File: src/rtl/ballot_sender.sv
// ballot_sender
//   Queues ballot requests in a small FIFO and replays them one per cycle as
//   registered one-hot vote pulses. Each voter is counted only once. Repeat
//   ballots and illegal ballots are dropped and counted separately. Asserting
//   close seals the box: no new requests are taken, and done rises once the
//   queue has drained.
// Ports
//   clk, reset (async, active-low)
//   req_valid/req_ready      request handshake (ready is combinational)
//   req_class, req_id        0=np any id, 1=vip id<8, 2=vvip id 0, else illegal
//   close                    level; moves OPEN -> DRAIN
//   np, vip, vvip            one-cycle vote pulses
//   score                    1 per np, 4 per vip, 16 for the vvip voter
//   dup_count, err_count     saturating drop counters
//   done                     sealed and drained
module ballot_sender #(
  parameter int FIFO_DEPTH = 4
) (
  input  logic        clk,
  input  logic        reset,
  input  logic        req_valid,
  input  logic [1:0]  req_class,
  input  logic [4:0]  req_id,
  input  logic        close,
  output logic        req_ready,
  output logic [31:0] np,
  output logic [7:0]  vip,
  output logic        vvip,
  output logic [7:0]  score,
  output logic [7:0]  dup_count,
  output logic [7:0]  err_count,
  output logic        done
);

  localparam int PW = $clog2(FIFO_DEPTH);

  typedef enum logic [1:0] {OPEN, DRAIN, SEALED} state_t;

  state_t        state_q, state_d;
  logic [6:0]    mem_q [FIFO_DEPTH];
  logic [PW-1:0] wr_ptr_q, wr_ptr_d;
  logic [PW-1:0] rd_ptr_q, rd_ptr_d;
  logic [PW:0]   count_q, count_d;
  logic [31:0]   np_mask_q, np_mask_d;
  logic [7:0]    vip_mask_q, vip_mask_d;
  logic          vvip_mask_q, vvip_mask_d;
  logic [31:0]   np_q, np_d;
  logic [7:0]    vip_q, vip_d;
  logic          vvip_q, vvip_d;
  logic [7:0]    score_q, score_d;
  logic [7:0]    dup_q, dup_d;
  logic [7:0]    err_q, err_d;
  logic          done_q, done_d;

  logic          push, pop;
  logic [6:0]    head;
  logic [1:0]    head_class;
  logic [4:0]    head_id;
  logic          is_dup, is_err;

  // Gating with reset keeps ready low for the whole time reset is held.
  assign req_ready = reset && (state_q == OPEN) &&
                     (count_q != (PW+1)'(FIFO_DEPTH));
  assign push = req_valid && req_ready;
  assign pop  = (count_q != '0);

  assign head       = mem_q[rd_ptr_q];
  assign head_class = head[6:5];
  assign head_id    = head[4:0];

  always_comb begin
    state_d     = state_q;
    wr_ptr_d    = wr_ptr_q;
    rd_ptr_d    = rd_ptr_q;
    count_d     = count_q;
    np_mask_d   = np_mask_q;
    vip_mask_d  = vip_mask_q;
    vvip_mask_d = vvip_mask_q;
    np_d        = '0;
    vip_d       = '0;
    vvip_d      = 1'b0;
    score_d     = score_q;
    dup_d       = dup_q;
    err_d       = err_q;
    is_dup      = 1'b0;
    is_err      = 1'b0;

    if (push) wr_ptr_d = wr_ptr_q + PW'(1);
    if (pop)  rd_ptr_d = rd_ptr_q + PW'(1);
    case ({push, pop})
      2'b10:   count_d = count_q + (PW+1)'(1);
      2'b01:   count_d = count_q - (PW+1)'(1);
      default: count_d = count_q;
    endcase

    // Classification happens on the way out of the queue.
    if (pop) begin
      case (head_class)
        2'd0: begin
          if (np_mask_q[head_id]) begin
            is_dup = 1'b1;
          end else begin
            np_mask_d[head_id] = 1'b1;
            np_d[head_id]      = 1'b1;
            score_d            = score_q + 8'd1;
          end
        end
        2'd1: begin
          if (head_id[4:3] != 2'b00) begin
            is_err = 1'b1;
          end else if (vip_mask_q[head_id[2:0]]) begin
            is_dup = 1'b1;
          end else begin
            vip_mask_d[head_id[2:0]] = 1'b1;
            vip_d[head_id[2:0]]      = 1'b1;
            score_d                  = score_q + 8'd4;
          end
        end
        2'd2: begin
          if (head_id != 5'd0) begin
            is_err = 1'b1;
          end else if (vvip_mask_q) begin
            is_dup = 1'b1;
          end else begin
            vvip_mask_d = 1'b1;
            vvip_d      = 1'b1;
            score_d     = score_q + 8'd16;
          end
        end
        default: is_err = 1'b1;
      endcase
    end

    if (is_dup && dup_q != 8'hFF) dup_d = dup_q + 8'd1;
    if (is_err && err_q != 8'hFF) err_d = err_q + 8'd1;

    case (state_q)
      OPEN:    if (close) state_d = DRAIN;
      // Seal on an edge that sees an empty queue, i.e. one cycle after the
      // final pop, so the last pulse has already been issued.
      DRAIN:   if (count_q == '0) state_d = SEALED;
      default: state_d = SEALED;
    endcase

    done_d = (state_d == SEALED);
  end

  always_ff @(posedge clk or negedge reset) begin
    if (!reset) begin
      for (int i = 0; i < FIFO_DEPTH; i++) mem_q[i] <= '0;
    end else if (push) begin
      mem_q[wr_ptr_q] <= {req_class, req_id};
    end
  end

  always_ff @(posedge clk or negedge reset) begin
    if (!reset) begin
      state_q     <= OPEN;
      wr_ptr_q    <= '0;
      rd_ptr_q    <= '0;
      count_q     <= '0;
      np_mask_q   <= '0;
      vip_mask_q  <= '0;
      vvip_mask_q <= 1'b0;
      np_q        <= '0;
      vip_q       <= '0;
      vvip_q      <= 1'b0;
      score_q     <= '0;
      dup_q       <= '0;
      err_q       <= '0;
      done_q      <= 1'b0;
    end else begin
      state_q     <= state_d;
      wr_ptr_q    <= wr_ptr_d;
      rd_ptr_q    <= rd_ptr_d;
      count_q     <= count_d;
      np_mask_q   <= np_mask_d;
      vip_mask_q  <= vip_mask_d;
      vvip_mask_q <= vvip_mask_d;
      np_q        <= np_d;
      vip_q       <= vip_d;
      vvip_q      <= vvip_d;
      score_q     <= score_d;
      dup_q       <= dup_d;
      err_q       <= err_d;
      done_q      <= done_d;
    end
  end

  assign np        = np_q;
  assign vip       = vip_q;
  assign vvip      = vvip_q;
  assign score     = score_q;
  assign dup_count = dup_q;
  assign err_count = err_q;
  assign done      = done_q;

endmodule

File: config.mk
export PLATFORM = sky130hd
export DESIGN_NAME = ballot_sender
export DESIGN_NICKNAME = d
export VERILOG_FILES = /design/src/rtl/ballot_sender.sv
export SDC_FILE = /design/constraint.sdc
export NUM_CORES = 1
export LEC_CHECK = 0
export ABC_AREA = 1
export CORE_ASPECT_RATIO = 1.1
export CORE_MARGIN = 2
export CORE_UTILIZATION = 56
export DETAILED_ROUTE_END_ITERATION = 10
export GPL_TIMING_DRIVEN = 1
export PLACE_DENSITY_LB_ADDON = 0.2
export SETUP_SLACK_MARGIN = 0.5
export SYNTH_ARGS = -nofsm -noshare
export SYNTH_HDL_FRONTEND = slang
export SYNTH_SLANG_ARGS = --single-unit
File: constraint.sdc
create_clock -name clk -period 2.9 [get_ports clk]
set_input_delay 0.58 -clock clk [delete_from_list [all_inputs] [get_ports clk]]
set_output_delay 0.58 -clock clk [all_outputs]
set_load 0.005 [all_outputs]
After elaboration in Yosys (flattened, before gate mapping)

Cells that the tools add are included.

Output and inout bits: 67
Logic and storage cells: 122
Bits of input ports: 11
Flip-flop bits (word level): 144

Bitwise operators: 8
Muxes and demuxes: 46
Order comparisons: 7
$add $sub $neg: 9
Reductions and logical operators: 20
Equality and inequality tests: 14

Operators by type and width:

| cell                  | number |
|---|---|
| $mux W32              | 3 |
| $mux W8               | 9 |
| $or A32 B32 Y32       | 1 |
| $bwmux W28            | 1 |
| $add A8 B1 Y8 const B | 3 |
| $pmux W8 S3           | 1 |
| $mux W7               | 3 |
| $mux W1               | 17 |
| $ne A8 B8 Y1 const B  | 2 |
| $bmux W7 S2           | 1 |
| $demux W7 S2          | 1 |
| $ne A2 B2 Y1 const B  | 5 |
| $add A8 B3 Y8 const B | 1 |
| $add A8 B5 Y8 const B | 1 |
| $logic_and A1 B1 Y1   | 8 |
| $or A8 B8 Y8          | 1 |
| $reduce_and A7 Y1     | 1 |
| $eq A2 B1 Y1 const B  | 3 |
| $eq A2 B2 Y1 const B  | 3 |
| $ge A3 B3 Y1 const B  | 2 |
| $lt A5 B6 Y1 const B  | 1 |
| $not A2 Y3            | 2 |
| $pmux W1 S3           | 2 |
| $pmux W3 S2           | 1 |
| 22 further kinds      | 31 |

Logic depth before layout (Yosys ltp)

Gate-level depths: netlist of the first run.

Word-level depth: 12
Gate-level depth with buffers: 19

Worst setup path after synthesis of the first run

OpenSTA, ideal clock, no wires.

Kind: reg2reg
Start point: register rd_ptr_q[0]
End point: register err_q[1] (netlist: err_count[1])
Period minus slack after synthesis: 2.552 ns
Required time: 2.775 ns
Setup time: 0.125 ns
Cell stages (with the launch flop): 14
Slack: 0.348 ns
Path buffers: 2
Data arrival time: 2.427 ns
Cell sequence: dfrtp_1 > buf_6 > buf_4 > nor2_1 > inv_1 > a32oi_1 > inv_1 > ha_1 > inv_1 > nor2_1 > o21ai_2 > nand2_1 > nand2_2 > mux2_2

Cells in the longest elaborated chain, start to end: 9
Elaborated cells between the ends (all ways): 14
Classes of those cells: eq/ne (2); mux (7); bitwise (1); reduce/logical (4)

Ends and longest elaborated chain:

| what                                                            | RTL line | source |
|---|---|---|
| from (decl)                                                     | 42       | `logic [PW-1:0] rd_ptr_q, rd_ptr_d;` |
| from (signal assigned)                                          | 175      | `rd_ptr_q <= rd_ptr_d;` |
| $not A2 Y3 (not written as such) *                              | 67       | `assign head = mem_q[rd_ptr_q];` |
| $bmux W7 S2 *                                                   | 67       |  |
| $mux W7 (not written as such) * (2 in series)                   | 67       |  |
| $reduce_bool A5 Y1 / $reduce_bool A2 Y1 (equally long branches) | 120, 109 |  |
| $mux W1 (on tied branches)                                      | 120, 109 |  |
| $pmux W1 S3 *                                                   | 98       | `case (head_class)` |
| $mux W1 *                                                       | 97       | `if (pop) begin` |
| $logic_and A1 B1 Y1 *                                           | 135      | `if (is_err && err_q != 8'hFF) err_d = err_q + 8'd1;` |
| to (signal assigned)                                            | 185      | `err_q <= err_d;` |
| to (decl)                                                       | 52       | `logic [7:0] err_q, err_d;` |

Mark *: on every way between the ends. The rest lies on a longest branch, timed or not. The select of a mux whose other input is x is not followed.
A chain may end at the register's enable or synchronous reset.

Worst setup path in the final report of the first run

Start point: register rd_ptr_q[0]
End point: register score_q[0] (netlist: score[0])

Cells in the longest elaborated chain, start to end: 8
Elaborated cells between the ends (all ways): 21
Classes of those cells: eq/ne (7); mux (8); bitwise (1); reduce/logical (5)

Ends and longest elaborated chain:

| what                                              | RTL line | source |
|---|---|---|
| $not A2 Y3 (not written as such) *                | 67       |  |
| $bmux W7 S2 *                                     | 67       |  |
| $mux W7 (not written as such) * (2 in series)     | 67       |  |
| $bmux W1 S5 / $bmux W1 S3 (equally long branches) | 100, 111 |  |
| $mux W1 (on tied branches)                        | 100, 111 |  |
| $ne A2 B2 Y1 (no source line)                     | -        |  |
| $reduce_and A7 Y1 (no source line)                | -        |  |
| to (signal assigned)                              | 183      | `score_q <= score_d;` |
| to (decl)                                         | 50       | `logic [7:0] score_q, score_d;` |

Marked as above.

==> impl_metrics.json, run 1 <==
{
  "status": "complete, no violations",
  "startpoint_type": "register",
  "antenna_found_initial": 0,
  "max_freq_ghz": 0.420,
  "whs_ns": 0.291,
  "htree_levels": 4,
  "synth_seq_area_share": 0.534,
  "synthToLayoutAreaGrowth_pct": 30.7,
  "final_cell_area_mm2": 0.00882,
  "arrival_ns": 2.69,
  "skew_ns": 0.00519,
  "nets": 872,
  "diodes": 0,
  "drv_slew": 0,
  "synth_area_mm2": 0.00675,
  "drt-pass1-iter-count": 7,
  "syn_area_per_cell_um2": 9.25,
  "critical-path-max-stage-delay_ns": 0.46,
  "syn_inst": 729,
  "synth_area_leader_cell": "dfrtp_1",
  "grt_pass1_vias": 5590,
  "drt_iter0_drc": 376,
  "die_area_mm2": 0.0129,
  "criticalPathCategory": "register to register",
  "dieWidth_um": 109,
  "place_area_mm2": 0.00784,
  "vdd_ir_drop_max_v": 0.00102,
  "final-setup-viol-count": 0,
  "critPathMaxFanout": 8,
  "cts.sink_count": 144,
  "final_hold_viol_count": 0,
  "final_layout_size_suffix_gt1_frac": 0.186,
  "io_pins": 78,
  "cts_root_buffer": "clkbuf_16",
  "clk-insertion-delay-late_ns": 0.42,
  "synth_fp_nets": 756,
  "cp_top_family": "simple AND/OR/NAND/NOR gates",
  "clkSlewWorstSetupHoldPaths_ns": 0.06,
  "row_count": 42,
  "gp_congestion": 0.865,
  "rsz0062_at_grt": "yes",
  "grt_max_degree": 145,
  "required_ns": 3.20,
  "wire_per_inst_um": 16.5,
  "synth-edff-count": 0,
  "grt_pass1_wl_um": 26600,
  "cts_hold_buf": 0,
  "synth-seq-cells": 144,
  "worst_path_most_repeated_cell": "nand2_1",
  "async_flop_share": 1.00,
  "tightest_slew_ns": 0.756,
  "tns_ns": 0,
  "period_needed_ns": 2.38,
  "viasPerCell": 5.48,
  "start_util": 0.568,
  "cpMaxStageDelayCell": "dfrtp_2",
  "die_h_um": 119,
  "crit_buf_inv": 1,
  "synth_area_leaders": "dfrtp_1 (53%), nand2_1 (12%), nor2_1 (4.0%), nand3_1 (3.8%), mux2_2 (3.7%)",
  "powerDensity_mw_per_mm2": 1320,
  "routed_wirelength_um": 16600,
  "synth_top_area_frac": 0.534,
  "num_vias": 5539,
  "hold_class": "primary input to asynchronous set/reset pin",
  "ant_nets": 0,
  "ys.flop_type": "dfrtp_1",
  "critical_path.cell_chain": "nand2_1, nand3_4, buf_4, nand3_1, nand2_1, nand2_1, nand2_1, nand2_1, nand2_2, nor2_4, nand2_4, nand2_4, nand4_1, nand2_1, nand2_1",
  "drv_cap": 0,
  "endpoint_kind": "register",
  "r2r_slack_ns": 0.52,
  "hpwl_um": 10600,
  "min_period_over_period": 0.822,
  "synth.distinct_cells": 43,
  "coreArea_mm2": 0.0119,
  "slew_headroom": 0.496,
  "clk_path_buf_depth": 2,
  "numCtsBuffers": 17,
  "grt_usage": 0.265,
  "nFillCells": 840,
  "portBuffers": 77,
  "grt_overflow": 0,
  "final_core_util": 0.742,
  "cellLeakagePower_nw": 4.16,
  "yosys_warnings": 0,
  "post-route-drc-count": 0,
  "cts_tree": "built"
}
## routing by layer
metal | wire [um] | track usage
met1 | 6840 | 0.332
met2 | 8450 | 0.438
met3 | 886 | 0.0558
met4 | 468 | 0.120
met5 | 0 | 0
## flip-flops by register name, summed over array words and instances, names as in the netlist
| register | flops |
|---|---|
| np | 32 |
| dup_count | 8 |
| wr_ptr_q | 2 |
| state_q | 2 |
| err_count | 8 |
| done | 1 |
| vvip | 1 |
| vvip_mask_q | 1 |
| np_mask_q | 32 |
| score | 8 |
| vip | 8 |
| mem_q | 28 |
| rd_ptr_q | 2 |
| vip_mask_q | 8 |
| count_q | 3 |
## cell families after synthesis
logic type               synth area share
multiplexers                       0.0367
AO/OA/AOI/OAI                      0.0829
flip-flops                          0.534
buffers and inverters              0.0462
XOR/XNOR                           0.0286
AND/OR/NAND/NOR                     0.241
adder cells (fa/ha/maj)            0.0308
## cells in the mapped netlist, types with 8 or more instances
master and count:
dfrtp_1 144, ha_1 15, inv_1 43, mux2_2 22, nand2_1 209, nand2_2 8, nand3_1 51, nor2_1 72
o21ai_0 28, o21bai_1 28, xnor2_1 8, xor2_1 14
## placed cells by master (no fill, tap or decap), types with 22 or more instances in the layout
cell type,netlist,routed
o21ai_0,28,26
nor2_1,72,69
o21bai_1,28,28
inv_1,43,40
clkdlybuf4s50_1,0,76
nand2_1,209,199
mux2_2,22,22
nand3_1,51,49
dfrtp_1,144,142
buf_4,4,27
## metrics by stage
step,worst slack [ns],instances,power (mW)
after floorplan,0.510,729,6.66
after global placement,0.441,965,8.12
after detailed placement,0.345,965,8.30
after CTS,0.520,997,10.7
after global routing,0.427,1010,12.4
final,0.518,1010,11.7
## worst register-to-register path: cells and delay by family, from the launching register on
family | cells | cell delay [ns]
AND/OR/NAND/NOR | 14 | 1.58
flip-flops | 1 | 0.46
buffers and inverters | 1 | 0.23
## power by group
part           internal, mW  switching, mW  leakage (nW)
Combinational          2.39           3.92          1.99
Clock                  1.45          0.827         0.292
Sequential             2.64          0.430          1.87
## area by class of cell
| cell class | instances | area, um2 | share of cell area |
|---|---|---|---|
| timing repair buffer | 113 | 1120 | 0.128 |
| multi-input combinational | 518 | 3080 | 0.349 |
| clock buffer | 20 | 447 | 0.0507 |
| sequential | 144 | 3610 | 0.409 |
| clock inverter | 10 | 163 | 0.0184 |
| inverter | 51 | 209 | 0.0237 |
| tap | 154 | 193 | 0.0219 |
## final timing paths
path	to	startpoint	cells after the start
hold / removal	np[10]	reset	2
hold reg to reg	vip_mask_q[2]	vip_mask_q[2]	2
min in group clk	vip_mask_q[2]	vip_mask_q[2]	2
setup reg to reg	score[0]	rd_ptr_q[0]	15
max in group asynchronous	score[6]	reset	2
setup / recovery	score[0]	rd_ptr_q[0]	15
## repair_timing
item	4_1_cts	5_1_grt
setup endpoints to repair	44	93
pin swaps	2	14
gates cloned	0	3
gates resized for setup	6	53
endpoints found under the hold margin	0	0
buffers inserted	2	10
No activity file was read; power rests on OpenSTA's default activity.
==> run 2, diff against run 1 <==
clock period = 2.5 ns   (was 2.9 ns; I/O delays follow)
==> run 2 against run 1 <==
Fmax about the same. Combinational power up 42%. Non-clock buffer count up 34. Clock-buffer cell count down 1. Setup slack worse by 0.40 ns. Flip-flop and latch count unchanged. Clock skew up 0.0041 ns. Wire length up 9.2%. Sequential share of layout area down 2.8 points. Critical path type unchanged. Critical endpoint is now dup_count[1].
==> impl_metrics.json, run 2 (same netlist as run 1, synthesis figures left out) <==
{
  "arrival_ns": 2.74,
  "grt_pass1_vias": 5904,
  "final-setup-viol-count": 0,
  "final_layout_size_suffix_gt1_frac": 0.287,
  "coreArea_mm2": 0.0119,
  "grt_pass1_wl_um": 29100,
  "slew_headroom": 0.467,
  "ant_nets": 0,
  "critical-path-max-stage-delay_ns": 0.42,
  "clk-insertion-delay-late_ns": 0.43,
  "row_count": 42,
  "final_hold_viol_count": 0,
  "nets": 907,
  "htree_levels": 4,
  "p_comb_frac": 0.588,
  "drv_slew": 0,
  "vdd_ir_drop_max_v": 0.00100,
  "gp_congestion": 0.875,
  "cts_tree": "built",
  "swShare": 0.439,
  "worst_path_most_repeated_cell": "nand2_1",
  "internal-power_mw": 8.51,
  "gr-usage-met2": 0.491,
  "antenna_found_initial": 0,
  "endpoint_kind": "register",
  "viasPerCell": 5.57,
  "drt_iter0_drc": 431,
  "p_seq_frac": 0.237,
  "powerDensity_mw_per_mm2": 1600,
  "r2r_slack_ns": 0.12,
  "total_power_mw": 15.2,
  "final_common_cell": "nand2_1",
  "cpMaxStageDelayCell": "dfrtp_2",
  "rsz0062_at_grt": "yes",
  "met3_usage": 0.0646,
  "cts.sink_count": 144,
  "criticalPathCategory": "register to register",
  "final_cell_mix": "nand2_1 (183), dfrtp_1 (140), clkdlybuf4s50_1 (75)",
  "status": "complete, no violations",
  "top_usage_layer": "met2",
  "io_pins": 78,
  "min_period_over_period": 0.953,
  "cts_hold_buf": 0,
  "drv_cap": 0,
  "cellLeakagePower_nw": 4.41,
  "portBuffers": 77,
  "start_util": 0.568,
  "drt-pass1-iter-count": 5,
  "die_h_um": 119,
  "dieWidth_um": 109,
  "routed_wirelength_um": 18200,
  "switchingPower_mw": 6.67,
  "clk_path_buf_depth": 2,
  "use_met1": 0.358,
  "die_area_mm2": 0.0129,
  "r2r_end": "dup_count[1]",
  "skew_ns": 0.00931,
  "max_freq_ghz": 0.420,
  "pwr-share-clk": 0.175,
  "startpoint_type": "register",
  "cp_top_family": "simple AND/OR/NAND/NOR gates",
  "post-route-drc-count": 0,
  "period_needed_ns": 2.38,
  "grt_overflow": 0,
  "critical_path.cell_chain": "buf_8, inv_8, nand2_4, nand3_4, buf_6, nand2_8, nand2_1, nand2_1, nand2_1, nand2_1, nand2_1, nand2_2, nor2_4, nand2_2, nand2_2, nand2_4, nand2_4, nand2_1, nand2_1",
  "diodes": 0,
  "reg2reg_depth": 19,
  "reg2reg_from": "rd_ptr_q[0]",
  "grt_max_degree": 145,
  "wire_per_inst_um": 17.4,
  "hold_class": "primary input to asynchronous set/reset pin",
  "numCtsBuffers": 17,
  "tns_ns": 0,
  "synthToLayoutAreaGrowth_pct": 40.3,
  "cts_root_buffer": "clkbuf_16",
  "grt_usage": 0.292,
  "clkSlewWorstSetupHoldPaths_ns": 0.06,
  "required_ns": 2.86,
  "num_vias": 5816,
  "critPathMaxFanout": 8,
  "tightest_slew_ns": 0.799,
  "hpwl_um": 10400,
  "crit_buf_inv": 3
}
## run 2: cell types whose count changed in the layout (fill, tap and decap cells not counted), moves of 11 or more
| cell | delta |
|---|---|
| buf_4 | +18 |
| buf_6 | +11 |
| nand2_1 | -16 |
| nand2_2 | +16 |
| nor2_1 | -28 |
| nor2_2 | +22 |
## run 2: metal layers
| layer | share of wire | vias to the layer above |
|---|---|---|
| li1 | - | 2659 |
| met1 | 0.38 | 2847 |
| met2 | 0.52 | 258 |
| met3 | 0.063 | 52 |
| met4 | 0.033 | 0 |
| met5 | 0 | - |
## run 2: cell type report
cell class,count,area (um2)
fillers,711,2410
multi-input cells,519,3330
inverters,51,220
clock inverters,10,161
flip-flops and latches,144,3610
repair buffers,147,1500
well taps,154,193
clock buffers,19,453
## run 2: worst register-to-register path: stages, from the launching register on
cell     delay [ns]
dfrtp_2        0.42
buf_8          0.15
inv_8          0.07
nand2_4        0.05
nand3_4        0.14
buf_6          0.17
nand2_8        0.09
nand2_1        0.08
nand2_1        0.06
nand2_1        0.07
nand2_1        0.08
nand2_1        0.08
nand2_2        0.07
nor2_4         0.15
nand2_2        0.12
nand2_2        0.16
nand2_4        0.11
nand2_4        0.12
nand2_1        0.07
nand2_1        0.08
## run 2: worst max path at each step
stage	depth (start not counted)	start	endpoint
finish	19	rd_ptr_q[0]	dup_count[1]
global route	18	rd_ptr_q[0]	np[14]
CTS	16	rd_ptr_q[0]	dup_count[1]
detailed placement	15	rd_ptr_q[0]	np[25]
global placement	11	rd_ptr_q[0]	score[2]
floorplan	12	rd_ptr_q[0]	err_count[1]
## run 2: power groups by stage
stage | registers (mW) | clock network (mW) | logic (mW)
6_report | 3.59 | 2.66 | 8.93
5_1_grt | 3.66 | 2.79 | 9.59
4_1_cts | 3.56 | 2.67 | 8.13
3_5_place_dp | 3.59 | 0 | 6.08
3_3_place_gp | 3.56 | 0 | 5.93
2_1_floorplan | 3.43 | 0 | 4.44
## run 2: metrics by stage
step / area [um2] / setup slack (ns) / instances / hold WS (ns) / utilization
after floorplan: 6830 / 0.183 / 729 / 0.204 / -
after global placement: 7890 / -0.00139 / 970 / 0.441 / 0.664
after detailed placement: 7890 / -0.0488 / 970 / 0.449 / 0.664
after CTS: 9240 / 0.239 / 1034 / 0.286 / 0.778
after global routing: 9470 / 0.0118 / 1044 / 0.313 / 0.797
final: 9470 / 0.116 / 1044 / 0.181 / 0.797
## run 2: repair_timing
item,CTS,global route
buffers inserted,29,10
hold endpoints to repair,0,0
cloned,6,0
pin swaps,27,19
setup endpoints to repair,108,108
gates resized for setup,106,51
==> run 3, diff against run 2 <==
CORE_UTILIZATION = 45   (was 56)
==> run 3 against run 2 <==
Core utilization shrank 15 points. Final cell count up 4.3%. Clock skew shrank 0.0013 ns. Design area decreased by 0.67%. Critical path depth shrank 6. Register-to-register slack gained 0.04 ns. Sequential power barely moved. Largest cell class unchanged. Fmax up 1.5%. Flip-flop and latch count is the same. Die area is 24% higher. Wire length down 4.2%. Global-route usage fell by 6.8 points.
==> impl_metrics.json, run 3 (same netlist as run 1, synthesis figures left out) <==
{
  "status": "complete, no violations",
  "dieWidth_um": 121,
  "period_needed_ns": 2.35,
  "die_h_um": 132,
  "final_hold_viol_count": 0,
  "cpMaxStageDelayCell": "dfrtp_2",
  "cts.sink_count": 144,
  "critical_path.cell_chain": "buf_6, o21ai_2, nand2_1, nand2_2, nand2_1, nor2_2, nand2_1, nand2_2, nor2_4, nand4_4, buf_12, nor2_1, or2_2",
  "post-route-drc-count": 0,
  "whs_ns": 0.212,
  "clk_path_buf_depth": 2,
  "io_pins": 78,
  "reg2reg_from": "rd_ptr_q[0]",
  "reg2reg_depth": 13,
  "die_area_mm2": 0.0160,
  "clkSlewWorstSetupHoldPaths_ns": 0.06,
  "clk-insertion-delay-late_ns": 0.43,
  "num_vias": 5709,
  "critPathMaxFanout": 23,
  "startpoint_type": "register",
  "portBuffers": 77,
  "cts_root_buffer": "clkbuf_16",
  "hold_class": "primary input to asynchronous set/reset pin",
  "r2r_end": "np_mask_q[0]",
  "min_period_over_period": 0.939,
  "final_cell_mix": "nand2_1 (172), dfrtp_1 (138), clkdlybuf4s50_1 (75)",
  "grt_pass1_vias": 5684,
  "cellLeakagePower_nw": 4.38,
  "grt_usage": 0.225,
  "row_count": 46,
  "drt-pass1-iter-count": 5,
  "routed_wirelength_um": 17400,
  "synthToLayoutAreaGrowth_pct": 39.4,
  "crit_buf_inv": 2,
  "viasPerCell": 5.24,
  "gp_congestion": 0.880,
  "skew_ns": 0.00804,
  "powerDensity_mw_per_mm2": 1590,
  "drv_cap": 0,
  "max_freq_ghz": 0.426,
  "cts_tree": "built",
  "numCtsBuffers": 17,
  "multiInputGateArea_mm2": 0.00337,
  "required_ns": 2.82,
  "tightest_slew_ns": 0.768,
  "drv_slew": 0,
  "start_util": 0.463,
  "criticalPathCategory": "register to register",
  "hpwl_um": 11000,
  "tns_ns": 0,
  "grt_pass1_wl_um": 28400,
  "final-seq-area_mm2": 0.00361,
  "final_common_cell": "nand2_1",
  "antenna_found_initial": 0,
  "cts_hold_buf": 0,
  "endpoint_kind": "register",
  "final_layout_size_suffix_gt1_frac": 0.299,
  "wire_per_inst_um": 16.0,
  "worst_path_most_repeated_cell": "nand2_1",
  "rsz0062_at_grt": "yes",
  "drt_iter0_drc": 392,
  "diodes": 0,
  "slew_headroom": 0.488,
  "arrival_ns": 2.66,
  "cp_top_family": "simple AND/OR/NAND/NOR gates",
  "grt_overflow": 0,
  "nets": 911,
  "coreArea_mm2": 0.0146,
  "nFillCells": 1136,
  "r2r_slack_ns": 0.15,
  "grt_max_degree": 145,
  "ant_nets": 0,
  "critical-path-max-stage-delay_ns": 0.50,
  "vdd_ir_drop_max_v": 0.00114,
  "final-setup-viol-count": 0,
  "htree_levels": 4
}
run 3: changes by cell type in the layout (fill, tap and decap cells not counted), sizes merged:
cell         change
inv              +9
bufinv           -4
clkinv           +2
a21oi            +1
buf              +1
bufbuf           -1
clkinvlp         -1
dlygate4sd2      -1
nand2            +1
run 3: repair_timing:
| action | 4_1_cts | 5_1_grt |
|---|---|---|
| setup buffers | 15 | 7 |
| endpoints found under the setup margin | 108 | 120 |
| cloned | 6 | 3 |
| pin swaps | 27 | 18 |
| resized for setup | 97 | 58 |
run 3: where the power goes:
group / total, mW / switching [mW] / internal, mW / leakage [nW]
Clock: 2.40 / 1.08 / 1.32 / 0.271
Combinational: 8.96 / 5.26 / 3.69 / 2.24
Sequential: 3.62 / 0.561 / 3.06 / 1.86
Total: 15.0 / 6.90 / 8.08 / 4.38
run 3: worst max-delay path by stage:
stage	cells past startpoint	slack, ns	startpoint	end
2_1_floorplan	12	0.18	rd_ptr_q[0]	err_count[1]
3_3_place_gp	11	0.1	rd_ptr_q[0]	score[2]
3_5_place_dp	12	0.02	rd_ptr_q[0]	score[2]
4_1_cts	15	0.27	rd_ptr_q[0]	np_mask_q[21]
5_1_grt	17	0.06	rd_ptr_q[0]	score[6]
6_report	13	0.15	rd_ptr_q[0]	np_mask_q[0]
run 3: metrics by stage:
step | cells | instance area (um2) | util | setup WS, ns | total power [mW]
2_1_floorplan | 729 | 6830 | - | 0.183 | 7.86
3_3_place_gp | 1026 | 8070 | 0.554 | 0.0999 | 9.87
3_5_place_dp | 1026 | 8070 | 0.554 | 0.0182 | 10.0
4_1_cts | 1079 | 9170 | 0.629 | 0.274 | 14.1
5_1_grt | 1089 | 9400 | 0.646 | 0.0610 | 15.9
6_report | 1089 | 9400 | 0.646 | 0.152 | 15.0
run 3: final cells by class:
type / count / share of cell area
sequential: 144 / 0.384
multi-input combinational: 521 / 0.358
timing repair buffer: 147 / 0.148
clock buffer: 18 / 0.0467
tap: 192 / 0.0256
inverter: 51 / 0.0228
clock inverter: 14 / 0.0126
timing repair inverter: 2 / 0.00146
run 3: worst reg2reg max path, cell delays in order (launching register included):
cell	delay [ns]
dfrtp_2	0.50
buf_6	0.17
o21ai_2	0.14
nand2_1	0.10
nand2_2	0.14
nand2_1	0.15
nor2_2	0.16
nand2_1	0.11
nand2_2	0.09
nor2_4	0.05
nand4_4	0.11
buf_12	0.17
nor2_1	0.07
or2_2	0.27
run 3: per-layer routing:
layer,up-vias,track usage,part of all wire
met4,0,0.0814,0.020
met1,2796,0.282,0.41
met3,32,0.0560,0.057
met5,-,0,0
met2,202,0.377,0.52
li1,2679,-,-
